<file path="config.mk">
export PLATFORM = sky130hd
export DESIGN_NAME = dcd_n_scan_flat
export DESIGN_NICKNAME = d
export VERILOG_FILES = /design/src/rtl/dcd_n_scan_if.sv /design/src/rtl/dcd_n_scan.sv /design/src/flat_wrapper.sv
export SDC_FILE = /design/constraint.sdc
export NUM_CORES = 1
export LEC_CHECK = 0
export ABC_CLOCK_PERIOD_IN_PS = 2000
export CORE_AREA = 5 5 75 77
export CTS_CLUSTER_DIAMETER = 30
export CTS_CLUSTER_SIZE = 16
export DETAILED_ROUTE_END_ITERATION = 16
export DIE_AREA = 0 0 80 82
export PLACE_DENSITY = 0.62
export RECOVER_POWER = 100
export SETUP_SLACK_MARGIN = 0.05
export SLEW_MARGIN = 10
export SYNTH_ARGS = -nofsm -noshare
export SYNTH_HDL_FRONTEND = slang
export SYNTH_SLANG_ARGS = --single-unit
</file>
<file path="constraint.sdc">
create_clock -name clk -period 2 [get_ports clk]
set_input_delay 0.3 -clock clk [delete_from_list [all_inputs] [get_ports clk]]
set_output_delay 0.3 -clock clk [all_outputs]
set_load 0.02 [all_outputs]
</file>
<file path="src/rtl/dcd_n_scan_if.sv">
// Control and select-line bundle for the dcd_n_scan decoder/sequencer.
// The master drives enable, mode and index; the slave returns the registered
// one-hot lines together with the index, busy and wrap status.
interface dcd_n_scan_if #(
  parameter int N = 4
);
  logic               en;
  logic [1:0]         mode;
  logic [N-1:0]       in;
  logic [(1<<N)-1:0]  out;
  logic [N-1:0]       idx;
  logic               busy;
  logic               wrap;

  modport master (output en, mode, in, input out, idx, busy, wrap);
  modport slave  (input en, mode, in, output out, idx, busy, wrap);
endinterface

</file>
<file path="src/rtl/dcd_n_scan.sv">
// Registered N-to-2^N one-hot decoder with an internal sequencer.
// DIRECT decodes `in` every cycle; SCAN sweeps the lines continuously; SHOT
// sweeps once from the start index up to the last line and then parks in IDLE.
// Each line dwells DWELL cycles in SCAN/SHOT. en=0 freezes everything.
module dcd_n_scan #(
  parameter int N     = 4,
  parameter int DWELL = 4
) (
  input  logic         clk,
  input  logic         rst,
  dcd_n_scan_if.slave  bus
);

  localparam int               LINES      = 1 << N;
  localparam int               DW         = (DWELL > 1) ? $clog2(DWELL) : 1;
  localparam logic [DW-1:0]    DWELL_LAST = DW'(DWELL - 1);
  localparam logic [N-1:0]     IDX_LAST   = '1;
  localparam logic [LINES-1:0] LINE0      = LINES'(1);

  typedef enum logic [1:0] {
    IDLE   = 2'd0,
    DIRECT = 2'd1,
    SCAN   = 2'd2,
    SHOT   = 2'd3
  } state_t;

  typedef enum logic [1:0] {
    M_OFF    = 2'b00,
    M_DIRECT = 2'b01,
    M_SCAN   = 2'b10,
    M_SHOT   = 2'b11
  } mode_t;

  state_t           state_q, state_d;
  logic [N-1:0]     idx_q, idx_d;
  logic [LINES-1:0] out_q, out_d;
  logic [DW-1:0]    dwell_q, dwell_d;
  logic             busy_q, busy_d;
  logic             wrap_q, wrap_d;
  // Remembers whether mode was SHOT on the last enabled cycle, so a SHOT
  // only launches on a fresh entry into mode 11 and never retriggers itself.
  logic             shot_req_q, shot_req_d;

  mode_t            mode;
  logic             dwell_done;
  logic             at_last;
  logic             shot_end;
  logic [N-1:0]     idx_inc;

  assign mode       = mode_t'(bus.mode);
  assign dwell_done = (dwell_q == DWELL_LAST);
  assign at_last    = (idx_q == IDX_LAST);
  assign shot_end   = (state_q == SHOT) && dwell_done && at_last;
  assign idx_inc    = idx_q + N'(1);

  // Next-state and next-output computation for all four states.
  always_comb begin
    // NOTE: every target gets a default before any branch, so no path can
    // leave a variable unassigned and infer a latch.
    state_d    = state_q;
    idx_d      = idx_q;
    out_d      = out_q;
    dwell_d    = dwell_q;
    busy_d     = busy_q;
    wrap_d     = 1'b0;
    shot_req_d = shot_req_q;

    if (bus.en) begin
      shot_req_d = (mode == M_SHOT);
      unique case (mode)
        M_OFF: begin
          state_d = IDLE;
          out_d   = '0;
          busy_d  = 1'b0;
          dwell_d = '0;
          // A SHOT ending on the same edge as the abort still reports wrap.
          wrap_d  = shot_end;
        end

        M_DIRECT: begin
          state_d = DIRECT;
          idx_d   = bus.in;
          out_d   = LINE0 << bus.in;
          busy_d  = 1'b0;
          dwell_d = '0;
        end

        M_SCAN: begin
          busy_d = 1'b0;
          if (state_q != SCAN) begin
            state_d = SCAN;
            idx_d   = bus.in;
            out_d   = LINE0 << bus.in;
            dwell_d = '0;
          end else if (dwell_done) begin
            dwell_d = '0;
            idx_d   = idx_inc;
            out_d   = LINE0 << idx_inc;
            wrap_d  = at_last;
          end else begin
            dwell_d = dwell_q + DW'(1);
          end
        end

        M_SHOT: begin
          if (state_q == SHOT) begin
            if (dwell_done && at_last) begin
              // Sequence complete: park on the last index with lines off.
              state_d = IDLE;
              out_d   = '0;
              busy_d  = 1'b0;
              dwell_d = '0;
              wrap_d  = 1'b1;
            end else if (dwell_done) begin
              dwell_d = '0;
              idx_d   = idx_inc;
              out_d   = LINE0 << idx_inc;
            end else begin
              dwell_d = dwell_q + DW'(1);
            end
          end else if (!shot_req_q) begin
            state_d = SHOT;
            idx_d   = bus.in;
            out_d   = LINE0 << bus.in;
            busy_d  = 1'b1;
            dwell_d = '0;
          end else begin
            // Mode still held at 11 after a finished SHOT: stay idle.
            state_d = IDLE;
            out_d   = '0;
            busy_d  = 1'b0;
            dwell_d = '0;
          end
        end

        default: begin
          state_d = IDLE;
        end
      endcase
    end
  end

  // State and output registers with asynchronous reset.
  always_ff @(posedge clk or posedge rst) begin
    // NOTE: non-blocking assignments let every register sample the
    // pre-edge values, independent of statement order.
    if (rst) begin
      state_q    <= IDLE;
      idx_q      <= '0;
      out_q      <= '0;
      dwell_q    <= '0;
      busy_q     <= 1'b0;
      wrap_q     <= 1'b0;
      shot_req_q <= 1'b0;
    end else begin
      state_q    <= state_d;
      idx_q      <= idx_d;
      out_q      <= out_d;
      dwell_q    <= dwell_d;
      busy_q     <= busy_d;
      wrap_q     <= wrap_d;
      shot_req_q <= shot_req_d;
    end
  end

  assign bus.out  = out_q;
  assign bus.idx  = idx_q;
  assign bus.busy = busy_q;
  assign bus.wrap = wrap_q;

endmodule

</file>
<file path="src/flat_wrapper.sv">
// flat-port wrapper written by rule: the top's interface ports become plain ports
module dcd_n_scan_flat 
#(
  parameter int N     = 4,
  parameter int DWELL = 4
)
  (clk, rst, bus_en, bus_mode, bus_in, bus_out, bus_idx, bus_busy, bus_wrap);
  dcd_n_scan_if #(.N(N)) bus_i ();
  input  logic clk;
  input  logic rst;
  input wire logic [$bits(bus_i.en)-1:0] bus_en;
  input wire logic [$bits(bus_i.mode)-1:0] bus_mode;
  input wire logic [$bits(bus_i.in)-1:0] bus_in;
  output wire logic [$bits(bus_i.out)-1:0] bus_out;
  output wire logic [$bits(bus_i.idx)-1:0] bus_idx;
  output wire logic [$bits(bus_i.busy)-1:0] bus_busy;
  output wire logic [$bits(bus_i.wrap)-1:0] bus_wrap;
  assign bus_i.en = bus_en;
  assign bus_i.mode = bus_mode;
  assign bus_i.in = bus_in;
  assign bus_out = bus_i.out;
  assign bus_idx = bus_i.idx;
  assign bus_busy = bus_i.busy;
  assign bus_wrap = bus_i.wrap;
  dcd_n_scan #(.N(N), .DWELL(DWELL)) u_core (.clk(clk), .rst(rst), .bus(bus_i));
endmodule
</file>
Word level (Yosys, flattened, before mapping)
Index checks and enable logic that the tools add are counted.

word-level totals
  word-level logic and storage cells = 64
  register bits after elaboration = 27
  bits in writable memories = 0
  output and inout bits = 22
  ROM bits = 0
  memories = 0
  latch bits = 0
  input port bits = 9

operators by class
  $add $sub $neg = 2
  multiplexer cells = 32
  equal/unequal tests = 11
  $mul = 0
  bitwise gates (word level) = 0
  reduce and logical (&&, ||, !) cells = 10
  divide/modulo/power cells = 0
  order comparisons = 0
  shift-type cells = 2

operators by type and width
  cell                  number
  $mux 16               5
  $pmux 16 s4           1
  $shl 1x4->16 const A  2
  $mux 4                5
  $mux 2                8
  $pmux 4 s3            1
  $ne 3x3->1 const B    3
  $eq 2x2->1 const B    4
  $mux 1                8
  $pmux 2 s4            1
  $pmux 2 s3            1
  $add 4x1->4 const B   1
  $eq 4x4->1 const B    1
  $reduce_and 4->1      1
  $logic_and 1x1->1     3
  $pmux 1 s3            1
  $reduce_and 3->1      1
  $reduce_bool 3->1     1
  $reduce_or 3->1       1
  $add 2x1->2 const B   1
  $eq 2x1->1 const B    1
  $logic_not 2->1       1
  $ne 2x1->1 const B    1
  $ne 2x2->1 const B    1
  3 further kinds       3

Logic depth before layout (Yosys ltp)
  word-level depth = 6
  gate-level depth with buffers = 6
  mapped depth without buffers = 5

Worst setup path before layout
No wires, ideal clock.

  path type = reg-to-reg
  from = register u_core.idx_q[1], in the netlist u_core.bus.idx[1]
  to = register u_core.out_q[10], in the netlist u_core.bus.out[10]
  period minus slack after synthesis = 1930 ps
  cell stages (with the launch flop) = 7
  setup slack = 70 ps
  data arrival time = 1787 ps
  required time = 1856 ps
  path through = dfrtp_1 -> ha_1 -> nand4_1 -> and3_1 -> o211ai_2 -> buf_2 -> o221ai_1

on the way
  cells in the longest elaborated chain, start to end = 6
  elaborated cells on any way between the ends = 9
  those cells by class = add/sub (1); eq/ne (1); shift (1); mux (5); reduce/logical (1)

RTL lines
  element                   line                                 source
  start: declaration        dcd_n_scan.sv:35                     logic [N-1:0] idx_q, idx_d;
  start signal: assignment  dcd_n_scan.sv:157                    idx_q <= idx_d;
  $add 4x1->4               dcd_n_scan.sv:54                     assign idx_inc = idx_q + N'(1);
  $shl 1x4->16              dcd_n_scan.sv:98, dcd_n_scan.sv:117
  $mux 16                   dcd_n_scan.sv:95, dcd_n_scan.sv:114
  $mux 16                   dcd_n_scan.sv:107                    if (dwell_done && at_last) begin
  $mux 16                   dcd_n_scan.sv:106                    if (state_q == SHOT) begin
  $pmux 16 s4 *             dcd_n_scan.sv:70                     unique case (mode)
  end signal: assignment    dcd_n_scan.sv:158                    out_q <= out_d;
  end: declaration          dcd_n_scan.sv:36                     logic [LINES-1:0] out_q, out_d;

Mark *: on every way between the ends. The rest lies on a longest branch, timed or not.
A chain may end at the register's enable or synchronous reset.

Final worst setup path
  from = register u_core.idx_q[3], in the netlist u_core.bus.idx[3]
  to = output port bus_idx[3]

RTL lines
  element           line                source
  end: declaration  flat_wrapper.sv:15  output wire logic [$bits(bus_i.idx)-1:0] bus_idx;

No word-level cell between the ends.

==> flow_summary.toml <==
[cts]
cts_buffers = 3
cts-root-buf = "clkbuf_8"
clock_path_buffers = 2
cts_sinks = 27
clk_pin_slew_ps = 100
htreeDepth = 1
postCtsSetupBuffers = 0
clkLatencyLatePin_ps = 280
cts_tree = "yes"

[floorplanning]
ios = 31
core_um2 = 4940
row_count = 26
fp.dieW_um = 80
die_area_um2 = 6560
die_h_um = 82
start_util_pct = 37.6

[setup_path]
reg2reg_to = "u_core.bus.idx[3]"
worstPathMaxFanout = 12
critPathLaunchType = "flip-flop"
crit_chain = "dlygate4sd3_1"
timing.rr.start = "u_core.bus.idx[0]"
critPathCaptureType = "primary output"
worstPathRequired_ps = 1700
crit_start = "u_core.bus.idx[3]"
critPathBufInv = 1
criticalPathCategory = "reg2out"
crit_family = "buffers and inverters"
critPathMaxStageDelay_ps = 730
arrival_ps = 1570
rrSetupSlack_ps = 150
worst_path_max_delay_cell = "dlygate4sd3_1"
r2r_cells = 5

[logic_synthesis]
synth_common_cells = "27 x dfrtp_1, 22 x nand2_1, 16 x a222oi_1, 10 x inv_1, 10 x o221ai_1"
yosysMostFrequentCell = "dfrtp_1"
synth_edf_count = 0
synth.distinct_cells = 44
yosysTopAreaCellShare_pct = 36.3
synthCells = 196
avgSynthCellArea_um2 = 9.49
yosysWarnings = 0
netlist_area_um2 = 1860
synth_area_leader_cell = "dfrtp_1"
synth_fp_nets = 211
ys_seq_area_share_pct = 36.3
synth.ff_latch_count = 27
ys_top_cells_by_area = "dfrtp_1 36%, a222oi_1 8.6%, o221ai_1 4.7%"
synthArstFlopShare_pct = 100
synth_top_flop_cell = "dfrtp_1"

[power]
ir_worst_vdd_uv = 230
power_mw = 1.45
p_per_area_nw_per_um2 = 605
p_leak_nw = 1.06

[timing]
hold_viol = 0
slew_headroom_pct = 52.8
rsz0062_at_grt = "false"
worst_pin_slew_ps = 709
post-route-period-util_pct = 93.6
finalMaxSlewViolations = 0
skew_ps = 4.83
fmax_mhz = 534
period_minus_slack_ps = 1870
setup_violations = 0

[finish]
multi_input_area_um2 = 1050
num_antenna_cells = 0
fin_area_um2 = 2390
drive_gt1_share_pct = 16.2
fillers = 492
syn2layout_area_growth_pct = 28.6
seqCellArea_um2 = 676
final_nets = 257

[placed_design]
dpl.hpwl_mm = 4.08
placement.io_buffers = 30
placed_cell_area_um2 = 2360
gp_congestion = 0.941

[flow_run]
cap_violations = 0

[routing]
vias = 1811
drt_iter0_drc = 219
ant_nets = 0
wirelength_mm = 5.50
via_per_inst = 5.82
wl_per_cell_um = 17.7
dr.pass1.iters = 8
drc_errors = 0

[global_routing]
antenna_found_initial = 0
first_global_vias = 1801
grt_util_met3_pct = 2.30
overflow = 0
grt_max_degree = 28
grt.busiest_layer = "met2"
grt_first_pass_wirelength_mm = 9.06
grt_use_met1_pct = 24.7
track_usage_pct = 17.7
use_met2_pct = 28.1

[outcome]
status = "complete, no violations"

[min_path]
whs_path_depth = 1
hold_class = "reg2reg"
min_from = "u_core.dwell_q[0]"
min_to = "u_core.dwell_q[0]"
## power by group
| group | switching (mW) | internal (mW) | leakage (nW) |
|---|---|---|---|
| sequential | 0.0490 | 0.582 | 0.360 |
| clock | 0.179 | 0.140 | 0.0255 |
| combinational | 0.279 | 0.218 | 0.678 |
## placed cells by master, fill, tap and decap left out, types with 2 or more instances in the layout
| cell | instances |
|---|---|
| a32o_1 | 2 |
| nor2b_1 | 4 |
| mux2i_1 | 4 |
| o221ai_1 | 10 |
| clkbuf_1 | 3 |
| buf_4 | 19 |
| and3_1 | 6 |
| nor2_1 | 10 |
| o22ai_1 | 2 |
| a222oi_1 | 16 |
| and4_1 | 2 |
| and2_4 | 2 |
| nand3_1 | 8 |
| a32oi_1 | 5 |
| nand4_1 | 5 |
| o21ai_0 | 8 |
| nand2_1 | 22 |
| dlygate4sd3_1 | 24 |
| nor3_1 | 2 |
| ha_1 | 5 |
| nand2b_1 | 3 |
| a2bb2oi_1 | 2 |
| inv_1 | 10 |
| dfrtp_1 | 27 |
| clkinv_1 | 2 |
| a21oi_1 | 4 |
| clkbuf_2 | 2 |
| nand3b_1 | 2 |
| clkdlybuf4s50_1 | 6 |
| mux2_2 | 5 |
| clkbuf_8 | 3 |
## state kept, by name (all words and copies together), names as in the netlist
signal,flops
u_core.bus.out,16
u_core.bus.busy,1
u_core.state_q,2
u_core.bus.wrap,1
u_core.dwell_q,2
u_core.shot_req_q,1
u_core.bus.idx,4
## cell families (layout without fill, tap and decap cells)
kind of cell	after synthesis	count (layout)	share of synthesized area [%]
buffers and inverters	26	71	7.07
multiplexers	10	10	5.99
AO/OA/AOI/OAI	58	58	26.9
flip-flops	27	27	36.3
XOR/XNOR	1	1	0.875
adder cells (fa/ha/maj)	6	6	4.04
AND/OR/NAND/NOR	68	68	18.8
## stage by stage
step	setup slack, ps	cells	utilization [%]	hold WS, ps	TNS [ps]
2_1_floorplan	69.7	196	-	353	0
3_3_place_gp	-52.4	307	47.7	472	-344
3_5_place_dp	-54.2	307	47.7	479	-412
4_1_cts	118	311	48.7	390	0
5_1_grt	51.2	311	48.4	538	0
6_report	129	311	48.4	497	0
## timing repair
action | in CTS | in global routing
endpoints found under the setup margin | 0 | 7
hold buffers | 0 | 0
resized for setup | 0 | 1
## worst max-delay path by stage
stage / endpoint / slack [ps] / depth (start not counted)
2_1_floorplan: u_core.bus.out[10] / 70 / 6
3_3_place_gp: u_core.bus.out[3] / -50 / 7
3_5_place_dp: u_core.bus.out[14] / -50 / 7
4_1_cts: u_core.bus.idx[3] / 120 / 5
5_1_grt: u_core.bus.out[14] / 50 / 7
6_report: bus_idx[3] / 130 / 1
## area by class of cell
type	count	area share, %
Sequential cell	27	28.3
Clock buffer	3	1.73
Inverter	12	1.88
Timing Repair Buffer	55	20.3
Multi-Input combinational cell	143	44.0
Clock inverter	1	0.209
Tap cell	70	3.66
## layer usage
metal / wire [µm] / part of all wire (%) / vias up
met5: 0 / 0 / -
li1: - / - / 869
met4: 69 / 1.3 / 0
met3: 335 / 6.1 / 7
met2: 2520 / 46 / 77
met1: 2580 / 47 / 858
(Power assumes the default switching activity.)
